--- config.mk ---
export PLATFORM = sky130hd
export DESIGN_NAME = if_fetch
export DESIGN_NICKNAME = d
export VERILOG_FILES = /design/src/rtl/if_fetch_pkg.sv /design/src/rtl/if_fetch_icache_dm.sv /design/src/rtl/if_fetch.sv
export SDC_FILE = /design/constraint.sdc
export NUM_CORES = 1
export LEC_CHECK = 0
export ABC_AREA = 0
export CORE_ASPECT_RATIO = 0.8
export CORE_UTILIZATION = 30
export DETAILED_ROUTE_END_ITERATION = 6
export MAX_ROUTING_LAYER = met4
export SLEW_MARGIN = 20
export SYNTH_ARGS = -nofsm -noshare
export SYNTH_HDL_FRONTEND = slang
export SYNTH_SLANG_ARGS = --single-unit
--- constraint.sdc ---
create_clock -name clk -period 7.2 [get_ports clk]
set_input_delay 1.08 -clock clk [delete_from_list [all_inputs] [get_ports clk]]
set_output_delay 1.08 -clock clk [all_outputs]
set_load 0.02 [all_outputs]
--- src/rtl/if_fetch_pkg.sv ---
// Shared definitions for the instruction-fetch stage: bus widths, reset PC
// and the fetch FSM state encoding.
package if_fetch_pkg;

   localparam int RegBus      = 32;
   localparam int InstBus     = 32;
   localparam int InstAddrBus = 32;

   localparam logic [InstAddrBus-1:0] RESET_PC_DEFAULT = 32'h0000_0000;

   typedef enum logic [1:0] {
      IDLE = 2'd0,
      REQ  = 2'd1,
      WAIT = 2'd2,
      HOLD = 2'd3
   } fetch_state_e;

endpackage

--- src/rtl/if_fetch_icache_dm.sv ---
// Direct-mapped instruction cache, one word per line: combinational lookup,
// one synchronous write port, valid bits cleared only by reset.
module icache_dm
   import if_fetch_pkg::*;
#(
   parameter int IDX_W = 4
) (
   input  logic                   clk,
   input  logic                   rst,
   input  logic [InstAddrBus-1:0] rdAddr_i,
   output logic                   hit_o,
   output logic [InstBus-1:0]     rdData_o,
   input  logic                   wrEn_i,
   input  logic [InstAddrBus-1:0] wrAddr_i,
   input  logic [InstBus-1:0]     wrData_i
);

   localparam int Lines = 1 << IDX_W;
   localparam int TagW  = InstAddrBus - IDX_W - 2;

   logic [TagW-1:0]    tag_q  [Lines];
   logic [InstBus-1:0] data_q [Lines];
   logic [Lines-1:0]   valid_q;

   logic [IDX_W-1:0] rdIdx;
   logic [IDX_W-1:0] wrIdx;
   logic [TagW-1:0]  rdTag;
   logic [TagW-1:0]  wrTag;
   logic             unusedLow;

   // Byte-offset bits never take part in index or tag.
   assign rdIdx     = rdAddr_i[IDX_W+1:2];
   assign wrIdx     = wrAddr_i[IDX_W+1:2];
   assign rdTag     = rdAddr_i[InstAddrBus-1:IDX_W+2];
   assign wrTag     = wrAddr_i[InstAddrBus-1:IDX_W+2];
   assign unusedLow = ^{rdAddr_i[1:0], wrAddr_i[1:0]};

   assign hit_o    = valid_q[rdIdx] && (tag_q[rdIdx] == rdTag);
   assign rdData_o = data_q[rdIdx];

   always_ff @(posedge clk) begin
      if (rst) begin
         valid_q <= '0;
      end else if (wrEn_i) begin
         valid_q[wrIdx] <= 1'b1;
      end
   end

   always_ff @(posedge clk) begin
      if (wrEn_i) begin
         tag_q[wrIdx]  <= wrTag;
         data_q[wrIdx] <= wrData_i;
      end
   end

endmodule

--- src/rtl/if_fetch.sv ---
// Instruction-fetch initiator: owns the PC and the I-cache, requests missing
// words from the memory controller and hands instructions to IF/ID.
module if_fetch
   import if_fetch_pkg::*;
#(
   parameter int                     IDX_W    = 4,
   parameter logic [InstAddrBus-1:0] RESET_PC = RESET_PC_DEFAULT
) (
   input  logic                   clk,
   input  logic                   rst,
   input  logic                   stall_in,
   input  logic                   jump_in,
   input  logic [InstAddrBus-1:0] jump_addr_in,
   input  logic                   mem_busy,
   input  logic                   mem_take_if,
   input  logic                   get_inst,
   input  logic [InstAddrBus-1:0] inst_pc_in,
   input  logic [InstBus-1:0]     inst_in,
   output logic                   if_req,
   output logic [InstAddrBus-1:0] if_addr,
   output logic                   inst_flush,
   output logic                   if_valid,
   output logic [InstAddrBus-1:0] if_pc,
   output logic [InstBus-1:0]     if_inst
);

   fetch_state_e             state_q;
   logic [InstAddrBus-1:0]   pc_q;
   logic [InstBus-1:0]       hold_q;
   logic                     ifReq_q;
   logic [InstAddrBus-1:0]   ifAddr_q;
   logic                     instFlush_q;
   logic                     ifValid_q;
   logic [InstAddrBus-1:0]   ifPc_q;
   logic [InstBus-1:0]       ifInst_q;

   logic                     cacheHit;
   logic [InstBus-1:0]       cacheData;
   logic                     respOk;
   logic                     deliver_d;
   logic [InstBus-1:0]       deliverWord_d;
   logic                     unusedBits;

   // mem_busy only delays mem_take_if, which is all this side needs to watch.
   assign unusedBits = ^{mem_busy, inst_pc_in[1:0]};

   // The PC match filters out the stale get_inst level of the previous fetch.
   assign respOk = (state_q == WAIT) && get_inst &&
                   (inst_pc_in[InstAddrBus-1:2] == pc_q[InstAddrBus-1:2]);

   icache_dm #(.IDX_W(IDX_W)) u_icache (
      .clk      (clk),
      .rst      (rst),
      .rdAddr_i (pc_q),
      .hit_o    (cacheHit),
      .rdData_o (cacheData),
      .wrEn_i   (respOk),
      .wrAddr_i (pc_q),
      .wrData_i (inst_in)
   );

   always_comb begin
      deliver_d     = 1'b0;
      deliverWord_d = cacheData;
      if (!jump_in && !stall_in) begin
         unique case (state_q)
            IDLE: deliver_d = cacheHit;
            WAIT: begin
               deliver_d     = respOk;
               deliverWord_d = inst_in;
            end
            HOLD: begin
               deliver_d     = 1'b1;
               deliverWord_d = hold_q;
            end
            default: deliver_d = 1'b0;
         endcase
      end
   end

   always_ff @(posedge clk) begin
      if (rst) begin
         state_q     <= IDLE;
         pc_q        <= RESET_PC;
         hold_q      <= '0;
         ifReq_q     <= 1'b0;
         ifAddr_q    <= '0;
         instFlush_q <= 1'b0;
         ifValid_q   <= 1'b0;
         ifPc_q      <= '0;
         ifInst_q    <= '0;
      end else begin
         instFlush_q <= 1'b0;
         ifValid_q   <= deliver_d;
         unique case (state_q)
            IDLE: begin
               if (jump_in) begin
                  pc_q <= jump_addr_in;
               end else if (!cacheHit) begin
                  state_q  <= REQ;
                  ifReq_q  <= 1'b1;
                  ifAddr_q <= pc_q;
               end
            end
            REQ: begin
               if (jump_in) begin
                  ifReq_q     <= 1'b0;
                  pc_q        <= jump_addr_in;
                  state_q     <= IDLE;
                  instFlush_q <= mem_take_if;
               end else if (mem_take_if) begin
                  ifReq_q <= 1'b0;
                  state_q <= WAIT;
               end
            end
            WAIT: begin
               if (jump_in) begin
                  instFlush_q <= 1'b1;
                  pc_q        <= jump_addr_in;
                  state_q     <= IDLE;
               end else if (respOk && stall_in) begin
                  hold_q  <= inst_in;
                  state_q <= HOLD;
               end
            end
            HOLD: begin
               if (jump_in) begin
                  pc_q    <= jump_addr_in;
                  state_q <= IDLE;
               end
            end
            default: state_q <= IDLE;
         endcase
         if (deliver_d) begin
            ifPc_q   <= pc_q;
            ifInst_q <= deliverWord_d;
            pc_q     <= pc_q + 32'd4;
            state_q  <= IDLE;
         end
      end
   end

   assign if_req     = ifReq_q;
   assign if_addr    = ifAddr_q;
   assign inst_flush = instFlush_q;
   assign if_valid   = ifValid_q;
   assign if_pc      = ifPc_q;
   assign if_inst    = ifInst_q;

endmodule

Word level (Yosys, flattened, before mapping)
Memory sizes are Yosys's and may differ from the RTL's. A register that Yosys moved wholly into a read port is not among the register bits.
Cells that the tools add are included.

storage, ports and cells
  bits of input ports = 103
  logic and storage cells = 78
  output and inout port bits = 99
  memories = 2
  memory bits (writable) = 928
  register bits after elaboration = 181

memory list
  memory           depth  width  read ports  clocked after Yosys merged registers in  write ports  line                      RTL
  u_icache.data_q  16     32     1           1                                        1            if_fetch_icache_dm.sv:22  logic [InstBus-1:0] data_q [Lines];
  u_icache.tag_q   16     26     1           1                                        1            if_fetch_icache_dm.sv:21  logic [TagW-1:0] tag_q [Lines];

cells by class
  $lt $le $gt $ge = 2
  muxes and demuxes = 33
  reductions and logical operators = 16
  add/sub/neg operators = 1
  bitwise operators = 3
  equality and inequality tests = 11

operators with widths
  cell                     number
  $mux W32                 4
  $pmux W32 S2             1
  $add A32 B3 Y32 const B  1
  $eq A30 B30 Y1           1
  $eq A26 B26 Y1           1
  $mux W4                  4
  $or A16 B16 Y16          1
  $mux W2                  7
  $mux W1                  11
  $pmux W2 S4              1
  $logic_and A1 B1 Y1      6
  $ne A2 B2 Y1 const B     3
  $reduce_and A3 Y1        2
  $lt A4 B5 Y1 const B     1
  $reduce_and A5 Y1        1
  $bmux W1 S4              1
  $demux W1 S4             1
  $eq A2 B2 Y1 const B     2
  $ge A4 B1 Y1 const B     1
  $pmux W1 S2              2
  $reduce_and A4 Y1        1
  $reduce_or A4 Y1         1
  $ne A3 B1 Y1 const B     1
  $ne A3 B2 Y1 const B     1
  8 further kinds          10

Logic depth before layout (Yosys ltp)
  word-level depth = 8
  mapped depth = 16
  depth with buffers taken out = 11

By module
Synthesis repeated with hierarchy kept, for this count alone.

second synthesis, totals
  cells, all modules = 2507
  area total of the unflattened synthesis = 44118.6 um^2

modules (own cells, without submodules)
  module     area an instance (um^2)  seq. area each (um^2)  instances  cells an instance
  icache_dm  36351.1                  28187.0                1          1559
  if_fetch   7767.4                   3303.2                 1          948

Worst setup path after synthesis
OpenSTA, ideal clock, no wires.

  kind = input to register
  start point = input inst_pc_in[23]
  end point = memory u_icache.data_q[0][0] (enable)
  buffers on the path = 0
  path slack = 0.233 ns
  setup time = 0.547 ns
  stages on the path = 6
  required time = 6.653 ns
  data arrival time = 6.420 ns
  cells stage by stage = xor2_1 > nor4_1 > nand4_1 > nor4_1 > nand2_1 > nor3_1

between the ends
  longest elaborated chain between the ends = 4

ends and longest elaborated chain
  element                        line                      RTL
  start, declared                if_fetch.sv:17            input logic [InstAddrBus-1:0] inst_pc_in,
  $eq A30 B30 Y1                 if_fetch.sv:49            (inst_pc_in[InstAddrBus-1:2] == pc_q[InstAddrBus-1:2]);
  $logic_and A1 B1 Y1            if_fetch.sv:48            assign respOk = (state_q == WAIT) && get_inst &&
  $mux W1                        if_fetch_icache_dm.sv:50  if (wrEn_i) begin
  $mux W1 (implied by the code)  if_fetch_icache_dm.sv:52  data_q[wrIdx] <= wrData_i;
  end, declared                  if_fetch_icache_dm.sv:22

No other way between the ends.

==> impl.org <==
** Critical path
- Crit path max-delay cell type :: sky130_fd_sc_hd__dfxtp_4
- Critical Setup Path Class :: flip-flop to flip-flop
- Most common cell type on the critical path :: sky130_fd_sc_hd__mux2i_1
- The worst setup path is captured at a flip-flop.
- Register-to-register setup slack :: around 1.9 ns
- Biggest cell delay along the critical path :: roughly 0.91 ns
- For the worst setup path, the data arrival time is 5.89 ns.
- Max Fanout on Critical Path :: 70
- Critical path launch point type :: flip-flop
- Data required time at the worst endpoint :: 7.74 ns
- Traced cell by cell, the critical path runs through clkinv_1 > mux2i_1 > mux2i_1 > xnor2_1 > o2111ai_1 > nor4_2 > nand4_4 > nand2_8 > buf_4 > a41o_1 > a31oi_1.

** Route
- For this run, the detailed router's first-pass iteration total came to 7.
- The routed design uses 60.8 mm of met2 wire.
- Wire length per cell after detailed routing :: between 20 and 30 µm
- Residual DRC :: 3
- Vias per cell :: approximately 5.0
- Detailed-route via count :: 23900
- Detailed-route wire length on metal 1 :: ~50 mm
- The detail route stage leaves a number of antenna-violating nets equal to 0.
- The detailed router used layers up to and including met4.
- In this run, the number of DRC markers left after iteration 0 of detailed routing was approximately 2300.
- The final layout contains routed wiring with a total length of 121 mm.
- Routed wire length on met3 :: slightly above 6 mm

** Global routing
- Vias in the first global route :: ~24000
- Entering global routing, the biggest net connects 131 pins.
- Across every metal layer, demand over resource in global routing totals about 16%.
- The first global-routing pass estimated 174 mm of wire.
- The total overflow left after global routing is 0.
- Initial antenna violation count :: 9

** STA
- Fmax :: 187 MHz
- The count of pins over their slew limit was 0.
- The final critical path takes up about three quarters of the cycle.
- Adding up every negative setup slack in the final design gives 0 ns.
- Final setup vio count :: 0
- The number of failing hold endpoints at the final stage came to 0.
- The worst pin sits at a relative slew slack of 23.4%.
- The routed design could run at a clock period as short as between 5 and 6 ns.
- Slew at the pin closest to its max-slew limit :: about 1.1 ns
- Setup repair after global routing left no endpoint under its margin.
- For the final database, setup skew stands at around 0.035 ns.

** Floorplan
- Die W :: approximately 430 µm
- Floorplan die area :: approximately 150000 µm²
- Row cnt :: 125
- The floorplan step set the die height to about 350 µm.
- Total I/O pin count :: a little over 200
- For this configuration, the core starts out at a cell density of a little under a third.
- Std-Cell Core Area :: between 100000 and 150000 µm²

** Logic synthesis
- Post-Synth Simple-Gate Area :: 4.92%
- Of the synthesized area, sequential elements account for about 71%.
- The synthesized design devotes to its leading area cell type between 60% and 70% of total area.
- Post-synthesis xor/xnor area fraction :: under 10%
- By area, the combinational part of the netlist is dominated by multiplexers.
- FFs w/ async S/R, synth :: 0%
- The synthesized design spends more area on one cell type than any other, namely sky130_fd_sc_hd__edfxtp_1.
- The number of nets in the synthesized netlist is between 2000 and 3000.
- The synthesized netlist devotes 3.66% of its cell area to compound gates.
- Synthesized area divided by synthesized cell count :: 18.0 µm²
- Count of flip-flops with a built-in enable after synthesis :: slightly above 900
- Counting every instance in the synthesized netlist gives around 2500.
- The number of different library cells used by synthesis comes to 70.
- The synthesized design contains 1113 register bits.
- Prevailing post-synth register cell :: sky130_fd_sc_hd__edfxtp_1
- Mux share of post-synthesis cell area :: between 10% and 20%
- During synthesis, Yosys emitted a total of 0 warnings.
- Dominant cells by area after synthesis :: sky130_fd_sc_hd__edfxtp_1, sky130_fd_sc_hd__mux4_2, sky130_fd_sc_hd__dfxtp_1
- Of the total synthesized cell area, the portion taken by full adders, half adders and majority gates is less than 1%.
- Netlist area before placement :: roughly 44000 µm²

** Power and ir drop
- Reported leakage power :: between 0.015 and 0.02 µW
- In this run, the clock network consumes a little over two fifths of the power.
- Across the VDD grid, the largest voltage drop is 214 µV.
- Sequential fraction of design power :: between 40% and 50%
- Combinational Power Share :: between 8 and 9%
- Pint :: 11100 µW
- Dividing total power by cell area gives a power density of roughly 270 nW/µm².
- Sw Share :: 22.9%
- Switching power total :: about 3300 µW

** Clock tree
- H-Tree Depth :: 3
- Post-CTS repair changed the size of 0 cells.
- Number of buffers inserted by post-CTS setup repair :: 0
- No sink is reached through more buffers than the 3 on the longest clock path.
- After clock tree synthesis, the clock-pin slew on the worst setup and hold paths is approximately 0.06 ns.
- Worst-Skew Late Latency :: a little over 0.7 ns
- The number of hold buffers added after CTS was 0.
- TritonCTS clock tree :: built
- Root Buffer Master :: sky130_fd_sc_hd__clkbuf_16
- Sink Count :: approximately 1100
- Clock tree synthesis inserted a total of about 110 buffers.

** Final layout
- Cells with a size suffix above 1 make up approximately a fifth of the layout.
- For this run, the post-layout net count is 2800.
- Leaving out fill and tap cells, the most frequent cell in the layout is sky130_fd_sc_hd__edfxtp_1.
- The top cell types in the final layout, fill and taps aside, are sky130_fd_sc_hd__edfxtp_1, sky130_fd_sc_hd__mux4_2, sky130_fd_sc_hd__nor2_1.
- For this run, the share of the core covered by cells in the final layout is 36.1%.
- After filler insertion, the fill cell instance count of the layout stands at 13600.
- Growth of design area from synthesis to finish :: 19.1%

** Outcome
- The flow ran to the end, but the final reports show violations.
- Failing checks :: DRC

** Placement
- Routability Congestion :: 0.817
- Buffers placed on the I/O ports in this run total roughly 200.
- Once detailed placement completed, the half-perimeter wirelength came to 68.9 mm.

** Flow run
- Max-cap violations in this run came to 0.

** Worst hold path
- The min-delay analysis places its worst path in the category flip-flop to flip-flop.
cell usage after synthesis (4+ instances only):
| library cell | count |
|---|---|
| sky130_fd_sc_hd__nand4_1 | 14 |
| sky130_fd_sc_hd__a211o_1 | 6 |
| sky130_fd_sc_hd__inv_1 | 14 |
| sky130_fd_sc_hd__buf_4 | 17 |
| sky130_fd_sc_hd__a311oi_1 | 8 |
| sky130_fd_sc_hd__mux2_2 | 13 |
| sky130_fd_sc_hd__mux4_2 | 241 |
| sky130_fd_sc_hd__a211oi_1 | 30 |
| sky130_fd_sc_hd__a221oi_1 | 4 |
| sky130_fd_sc_hd__a22oi_1 | 30 |
| sky130_fd_sc_hd__buf_1 | 18 |
| sky130_fd_sc_hd__and3_1 | 14 |
| sky130_fd_sc_hd__mux2i_1 | 173 |
| sky130_fd_sc_hd__ha_1 | 8 |
| sky130_fd_sc_hd__or3_1 | 7 |
| sky130_fd_sc_hd__and2_1 | 7 |
| sky130_fd_sc_hd__nor2_1 | 210 |
| sky130_fd_sc_hd__nand3_1 | 25 |
| sky130_fd_sc_hd__nand3b_1 | 15 |
| sky130_fd_sc_hd__dfxtp_1 | 185 |
| sky130_fd_sc_hd__clkbuf_1 | 83 |
| sky130_fd_sc_hd__nor2b_1 | 12 |
| sky130_fd_sc_hd__xor2_1 | 30 |
| sky130_fd_sc_hd__o22ai_1 | 6 |
| sky130_fd_sc_hd__nor4_1 | 9 |
| sky130_fd_sc_hd__buf_6 | 8 |
| sky130_fd_sc_hd__nor3_1 | 13 |
| sky130_fd_sc_hd__edfxtp_1 | 928 |
| sky130_fd_sc_hd__a222oi_1 | 19 |
| sky130_fd_sc_hd__nand2_1 | 65 |
| sky130_fd_sc_hd__xnor2_1 | 34 |
| sky130_fd_sc_hd__o311ai_0 | 9 |
| sky130_fd_sc_hd__a21oi_1 | 32 |
| sky130_fd_sc_hd__nand2b_1 | 18 |
| sky130_fd_sc_hd__o21ai_0 | 26 |
| sky130_fd_sc_hd__or4_1 | 4 |
| sky130_fd_sc_hd__nor3b_1 | 14 |
| sky130_fd_sc_hd__buf_2 | 42 |
| sky130_fd_sc_hd__a31oi_1 | 16 |
| sky130_fd_sc_hd__o211ai_1 | 5 |
metrics by stage:
| stage | power, µW | setup WS [ns] | hold WS, ns | cell area [µm²] | instances |
|---|---|---|---|---|---|
| after global placement | 8440 | 1.20 | 0.445 | 48800 | 4541 |
| after floorplan | 7980 | 0.233 | 0.435 | 44200 | 2463 |
| after detailed placement | 8450 | 1.36 | 0.456 | 48800 | 4541 |
| final | 14300 | 1.85 | 0.468 | 52700 | 4766 |
| after CTS | 14500 | 1.83 | 0.470 | 52600 | 4759 |
| after global routing | 14800 | 1.49 | 0.503 | 52700 | 4765 |
cells by family after synthesis:
group,count (synthesis)
adder cells (fa/ha/maj),8
AND/OR/NAND/NOR,446
XOR/XNOR,64
buffers and inverters,185
multiplexers,427
flip-flops,1113
AO/OA/AOI/OAI,220
worst max-delay path: cells and delay by family (launching register included):
kind | cells | cell delay (ns)
flops | 1 | 0.91
simple gates | 3 | 1.68
buf+inv | 2 | 1.21
mux | 2 | 0.50
compound gates | 3 | 0.62
xor+xnor | 1 | 0.24
layer usage:
layer	global-route usage (%)	vias to the layer above
met4	5.01	0
met1	21.0	12600
li1	-	10300
met5	-	-
met2	27.3	751
met3	2.19	169
power by group through the flow:
| stage | Combinational [µW] | Clock (µW) | Sequential [µW] |
|---|---|---|---|
| global placement | 1190 | 0 | 7260 |
| detailed placement | 1200 | 0 | 7260 |
| floorplan | 760 | 0 | 7220 |
| finish | 1180 | 6040 | 7120 |
| CTS | 1200 | 6140 | 7120 |
| global route | 1270 | 6390 | 7120 |
sequential cells by signal, summed over array words and instances, names as in the netlist, named ones only:
| register | flops |
|---|---|
| if_req | 1 |
| u_icache.data_q | 512 |
| state_q | 2 |
| pc_q | 32 |
| if_valid | 1 |
| if_pc | 32 |
| if_inst | 32 |
| hold_q | 32 |
| if_addr | 32 |
| u_icache.valid_q | 16 |
| u_icache.tag_q | 416 |
| inst_flush | 1 |
layout make-up:
type,instances,area [µm²],share of cell area (%)
Clock inverter,67,761,1.44
Timing Repair Buffer,280,2750,5.23
Antenna cell,7,17.5,0.0333
Sequential cell,1113,31600,60.0
Clock buffer,151,3100,5.89
Tap cell,1968,2460,4.68
Inverter,15,58.8,0.112
Multi-Input combinational cell,1165,11900,22.6
path summary, 6_finish.rpt:
| kind | cells after the start | endpoint | startpoint |
|---|---|---|---|
| worst min-delay path | 2 | u_icache.valid_q[5]$_SDFFE_PP0N_ | u_icache.valid_q[5]$_SDFFE_PP0N_ |
| worst min register to register | 2 | u_icache.valid_q[5]$_SDFFE_PP0N_ | u_icache.valid_q[5]$_SDFFE_PP0N_ |
| worst max-delay path | 11 | pc_q[19]$_SDFFE_PP0P_ | flip-flop |
| worst max register to register | 11 | pc_q[19]$_SDFFE_PP0P_ | flip-flop |
No activity file was read; power rests on OpenSTA's default activity.
